$ cat config.mk
export PLATFORM = sky130hd
export DESIGN_NAME = i2s_stereo_tx
export DESIGN_NICKNAME = d
export VERILOG_FILES = /design/src/rtl/i2s_stereo_tx.sv
export SDC_FILE = /design/constraint.sdc
export NUM_CORES = 1
export LEC_CHECK = 0
export ABC_CLOCK_PERIOD_IN_PS = 9700
export BUFFER_PORTS_ARGS = -buffer_cell sky130_fd_sc_hd__buf_2
export CORE_MARGIN = 8
export CORE_UTILIZATION = 30
export DETAILED_ROUTE_END_ITERATION = 10
export PLACE_DENSITY_LB_ADDON = 0.2
export SLEW_MARGIN = 20
export SYNTH_ARGS = -nofsm -noshare
export SYNTH_HDL_FRONTEND = slang
export SYNTH_SLANG_ARGS = --single-unit
$ cat constraint.sdc
create_clock -name Clk -period 9.7 [get_ports Clk]
set_input_delay 2.91 -clock Clk [delete_from_list [all_inputs] [get_ports Clk]]
set_output_delay 2.91 -clock Clk [all_outputs]
set_load 0.02 [all_outputs]
$ cat src/rtl/i2s_stereo_tx.sv
// Stereo I2S transmitter: frame FIFO, BClk/LRClk generation, serialiser.
// Define LEFT_JUSTIFIED_EN for left-justified output instead of I2S.
module i2s_stereo_tx #(
    parameter int DATA_W     = 24,
    parameter int SLOT_W     = 32,
    parameter int FIFO_DEPTH = 8,
    parameter int BCLK_DIV   = 2
) (
    input  logic                             Clk,
    input  logic                             Reset_n,
    input  logic                             Enable,
    input  logic                             In_Valid,
    input  logic [2*DATA_W-1:0]              In_Data,
    output logic                             In_Ready,
    output logic [$clog2(FIFO_DEPTH+1)-1:0]  Fifo_Level,
    output logic                             BClk,
    output logic                             LRClk,
    output logic                             SData,
    output logic                             Underrun,
    output logic [1:0]                       State_Dbg
);
    localparam int LVL_W = $clog2(FIFO_DEPTH + 1);
    localparam int PTR_W = $clog2(FIFO_DEPTH);
    localparam int CNT_W = $clog2(2 * SLOT_W);
    localparam int DIV_W = (BCLK_DIV > 1) ? $clog2(BCLK_DIV) : 1;

    localparam logic [LVL_W-1:0] FULL_LVL = LVL_W'(FIFO_DEPTH);
    localparam logic [PTR_W-1:0] PTR_TOP  = PTR_W'(FIFO_DEPTH - 1);
    localparam logic [CNT_W-1:0] LAST_B   = CNT_W'(2 * SLOT_W - 1);
    localparam logic [CNT_W-1:0] SLOT_B   = CNT_W'(SLOT_W);
    localparam logic [CNT_W-1:0] DATA_B   = CNT_W'(DATA_W);
    localparam logic [DIV_W-1:0] DIV_TOP  = DIV_W'(BCLK_DIV - 1);

`ifdef LEFT_JUSTIFIED_EN
    localparam logic LJ_MODE = 1'b1;
`else
    localparam logic LJ_MODE = 1'b0;
`endif
    localparam logic LR_IDLE = ~LJ_MODE;

    typedef enum logic [1:0] {
        IDLE  = 2'd0,
        RUN   = 2'd1,
        DRAIN = 2'd2
    } state_t;

    state_t state, state_nxt;

    logic [2*DATA_W-1:0] mem [FIFO_DEPTH];
    logic [2*DATA_W-1:0] head;
    logic [PTR_W-1:0]    wr_ptr, rd_ptr;
    logic [LVL_W-1:0]    level, level_nxt;
    logic                fifo_empty, push, pop;

    logic [DIV_W-1:0]    div;
    logic [CNT_W-1:0]    b, b_nxt, k;
    logic [DATA_W-1:0]   left_sr, right_sr;
    logic [DATA_W-1:0]   left_src, right_src;
    logic [DATA_W-1:0]   left_nxt, right_nxt;
    logic                bclk_fall, launch, to_idle, frame_launch;
    logic                slot_r, bit_on, sdata_bit;

    assign State_Dbg  = state;
    assign Fifo_Level = level;
    assign head       = mem[rd_ptr];
    assign fifo_empty = (level == '0);
    assign push       = In_Valid && In_Ready;
    assign pop        = frame_launch && !fifo_empty;

    always_ff @(posedge Clk) begin
        if (!Reset_n) state <= IDLE;
        else          state <= state_nxt;
    end

    // Launches happen on entry and on every BClk falling edge; DRAIN
    // suppresses the launch that would start a new frame.
    always_comb begin
        state_nxt = state;
        launch    = 1'b0;
        to_idle   = 1'b0;
        bclk_fall = (state != IDLE) && BClk && (div == DIV_TOP);
        unique case (state)
            IDLE: begin
                if (Enable) begin
                    state_nxt = RUN;
                    launch    = 1'b1;
                end
            end
            RUN: begin
                launch = bclk_fall;
                if (!Enable) state_nxt = DRAIN;
            end
            DRAIN: begin
                if (bclk_fall && (b == LAST_B) && !Enable) begin
                    state_nxt = IDLE;
                    to_idle   = 1'b1;
                end else begin
                    launch = bclk_fall;
                    if (Enable) state_nxt = RUN;
                end
            end
            default: state_nxt = IDLE;
        endcase
    end

    always_comb begin
        b_nxt = '0;
        if ((state != IDLE) && (b != LAST_B)) b_nxt = b + 1'b1;
        frame_launch = launch && (b_nxt == '0);

        left_src  = left_sr;
        right_src = right_sr;
        if (frame_launch) begin
            left_src  = pop ? head[2*DATA_W-1:DATA_W] : '0;
            right_src = pop ? head[DATA_W-1:0]        : '0;
        end

        slot_r = (b_nxt >= SLOT_B);
        k      = slot_r ? (b_nxt - SLOT_B) : b_nxt;
        if (LJ_MODE) bit_on = (k < DATA_B);
        else         bit_on = (k != '0) && (k <= DATA_B);

        left_nxt  = left_src;
        right_nxt = right_src;
        sdata_bit = 1'b0;
        if (bit_on) begin
            if (slot_r) begin
                sdata_bit = right_src[DATA_W-1];
                right_nxt = right_src << 1;
            end else begin
                sdata_bit = left_src[DATA_W-1];
                left_nxt  = left_src << 1;
            end
        end
    end

    always_comb begin
        level_nxt = level;
        unique case ({push, pop})
            2'b10:   level_nxt = level + 1'b1;
            2'b01:   level_nxt = level - 1'b1;
            default: level_nxt = level;
        endcase
    end

    always_ff @(posedge Clk) begin
        if (!Reset_n) begin
            wr_ptr   <= '0;
            rd_ptr   <= '0;
            level    <= '0;
            In_Ready <= 1'b1;
        end else begin
            if (push) wr_ptr <= (wr_ptr == PTR_TOP) ? '0 : wr_ptr + 1'b1;
            if (pop)  rd_ptr <= (rd_ptr == PTR_TOP) ? '0 : rd_ptr + 1'b1;
            level    <= level_nxt;
            In_Ready <= (level_nxt != FULL_LVL);
        end
    end

    always_ff @(posedge Clk) begin
        if (Reset_n && push) mem[wr_ptr] <= In_Data;
    end

    always_ff @(posedge Clk) begin
        if (!Reset_n) begin
            state_reset_outputs();
        end else begin
            Underrun <= frame_launch && fifo_empty;
            if (to_idle) begin
                div   <= '0;
                b     <= '0;
                BClk  <= 1'b0;
                LRClk <= LR_IDLE;
                SData <= 1'b0;
            end else if (state == IDLE) begin
                div  <= '0;
                BClk <= 1'b0;
            end else if (div == DIV_TOP) begin
                div  <= '0;
                BClk <= ~BClk;
            end else begin
                div <= div + 1'b1;
            end
            if (launch) begin
                b        <= b_nxt;
                LRClk    <= slot_r ^ LJ_MODE;
                SData    <= sdata_bit;
                left_sr  <= left_nxt;
                right_sr <= right_nxt;
            end
        end
    end

    task automatic state_reset_outputs();
        div      <= '0;
        b        <= '0;
        BClk     <= 1'b0;
        LRClk    <= LR_IDLE;
        SData    <= 1'b0;
        Underrun <= 1'b0;
        left_sr  <= '0;
        right_sr <= '0;
    endtask

endmodule

==> reports/results.txt <==
Fin cells = 1862
Largest net degree at the start of global routing = 56
Setup violations, final = 0
Die X = 261 um
CP startpoint = Reset_n
Most frequent cell after synthesis = edfxtp_1
Detail Route Antenna Nets = 0
Pwr Density = 214 nW/um2
Clk buf depth = 3
Post-synthesis sequential area ratio = 72.6%
Die area = 67900 um2
Clk root buf = clkbuf_16
Design area = 20900 um2
First-pass GRT wire length = 61300 um
Core area = 59100 um2
Syn avg cell area = 18.5 um2
RSZ-0062 raised after global routing = no
Final GP Congestion = 0.732
Worst r2r src = b[1]
Resize count post-CTS = 0
Wire per inst = 21.8 um
WP data required = 9890 ps
Worst Skew = 17.8 ps
Number of max-cap violations = 0
Post-synth top cells = edfxtp_1, mux4_2, dfxtp_1
# hold bufs at CTS = 0
Synth unique cells = 59
Worst R2R Path Depth = 13
Antenna violations before repair = 8
CTS tree = yes
R2r endpoint = In_Ready
Max Freq = 203 MHz
Max VDD drop = 0.119 mV
1st-iter DRT viols = 451
CP delay by family, top = buffers and inverters
Worst-Skew Late Latency = 580 ps
Crit path buf inv count = 3
Crit path time final = 4910 ps
Initial Util = 30.4%
Seq cells post-synth = 459
Critical Path End Type = register
Critical path class = input port to register
Port-buffer cells = 62
FF-to-FF setup slack = 6130 ps
# clock sinks = 459
Global Route Usage Sum = 12.0%
Placed Cells = 1765
Global route overflow = 0
Post-DP Area = 19200 um2
Clk pin slew, worst setup/hold paths = 60 ps
TritonCTS buffer count = 50
Ports = 63
Worst-margin pin slew = 996 ps
CP peak stage delay = 720 ps
Critical path depth = 5
Vias in the first global route = 9628
Worst setup path end = mem[6][45]
Period utilization = 50.7%
Share of post-route cells with drive strength above 1 = 27.2%
Yosys top cell area share = 64.2%
DIE HEIGHT = 261 um
Syn_nets = 1031
Worst slew margin = 33.1%
Critical Path AT = 5100 ps
Detailed Place HPWL = 21200 um
Remaining DRCs = 0
Cell leakage power = 6.44 nW
Vias per inst = 4.83
Nets = 1105
Cell count after synthesis = 971
Std-Cell Rows = 89
Top cells by area, synth = edfxtp_1, mux4_2, dfxtp_1, mux2i_1, o221ai_2
Slew Limit Fails = 0
CTS H-tree depth = 2
DRT Pass-1 Iters = 4
Hold Path Class = register to register
Fin Setup TNS = 0 ps
Number of synthesized flops with an enable pin = 384
Endpoints failing hold = 0
Status = complete, no violations
Fillers = 5576
Critical Path Start Type = input port
CP max-delay cell = buf_4
Synth area leader = edfxtp_1
Async set-reset flop share out of synthesis = 0%
Post-CTS setup buffer count = 0
CP cell instances = buf_2, inv_1, or3_1, nor2_4, buf_4
Final WL = 40500 um
Synth Cell Area = 17900 um2
Synth Flop Type = edfxtp_1
Synth warn = 0
DR vias = 9000
Layout area overhead = 16.3%
CP Max Fanout = 48
## worst reg2reg max path, stage by stage, from the launching register on
cell,delay (ps)
dfxtp_1,450
ha_1,350
nand2_1,130
o31ai_1,390
nand2b_1,230
a211oi_4,540
ha_1,400
xor2_1,110
ha_1,190
a21oi_1,140
xor2_1,150
nor2_1,70
xnor2_1,190
nand3_1,100
## stage by stage
step | hold slack [ps] | power [mW] | worst slack [ps] | utilization, %
after CTS | 487 | 4.54 | 4750 | 35.3
after global placement | 461 | 2.56 | 4210 | 32.4
after detailed placement | 473 | 2.57 | 4120 | 32.4
after global routing | 511 | 4.64 | 4650 | 35.3
after floorplan | 453 | 2.45 | 2360 | -
final | 482 | 4.47 | 4790 | 35.3
## logic make-up after synthesis
family | Yosys count | share of synthesized area, %
AO/OA/AOI/OAI | 124 | 6.09
XOR/XNOR | 8 | 0.390
adder cells (fa/ha/maj) | 8 | 0.558
buffers and inverters | 107 | 2.54
flip-flops | 459 | 72.6
multiplexers | 126 | 13.7
AND/OR/NAND/NOR | 139 | 4.14
## placed cells by master (no fill, tap or decap), drive strengths merged, types with 9 or more instances in the layout
cell type,instances
o21ai,9
nand3,53
clkinv,21
nand2,19
nor2,25
mux2i,30
nor3,9
o221ai,47
a21oi,15
edfxtp,384
clkbuf,65
inv,50
mux4,95
dfxtp,75
buf,79
a22oi,28
## layout make-up
| type | instances | area (um2) | share of cell area, % |
|---|---|---|---|
| diodes | 3 | 7.51 | 0.0360 |
| clock buffers | 65 | 1390 | 6.66 |
| clock inverters | 28 | 300 | 1.44 |
| inverters | 50 | 188 | 0.899 |
| multi-input cells | 405 | 4540 | 21.8 |
| flip-flops and latches | 459 | 13000 | 62.5 |
| well taps | 773 | 967 | 4.63 |
| repair buffers | 79 | 442 | 2.12 |
## where the power goes
| part | total (mW) | switching [mW] | internal [mW] |
|---|---|---|---|
| Clock | 1.95 | 0.759 | 1.19 |
| Sequential | 2.20 | 0.0304 | 2.17 |
| Combinational | 0.313 | 0.185 | 0.128 |
| Total | 4.47 | 0.974 | 3.49 |
## per-layer routing
metal / GRT usage, % / routed length, um / vias up
met4: 3.58 / 810 / 6
met2: 20.2 / 19800 / 143
met5: 0 / 34 / -
met3: 2.39 / 1610 / 66
li1: - / - / 4095
met1: 15.5 / 18300 / 4690
## how the worst min path moves through the flow
stage	slack, ps	to	cells after the start	start
2_1_floorplan	450	left_sr[1]	2	left_sr[0]
3_3_place_gp	460	right_sr[22]	2	right_sr[21]
3_5_place_dp	470	right_sr[9]	2	right_sr[8]
4_1_cts	490	right_sr[9]	2	right_sr[8]
5_1_grt	510	right_sr[3]	2	right_sr[2]
6_report	480	left_sr[23]	2	left_sr[22]
## sequential cells by signal, summed over array words and instances, names as in the netlist, named ones only
signal,flops
left_sr,24
right_sr,24
wr_ptr,3
rd_ptr,3
b,6
Underrun,1
div,1
Fifo_Level,4
State_Dbg,2
In_Ready,1
mem,384
BClk,1
LRClk,1
SData,1
No activity file was read; power rests on OpenSTA's default activity.
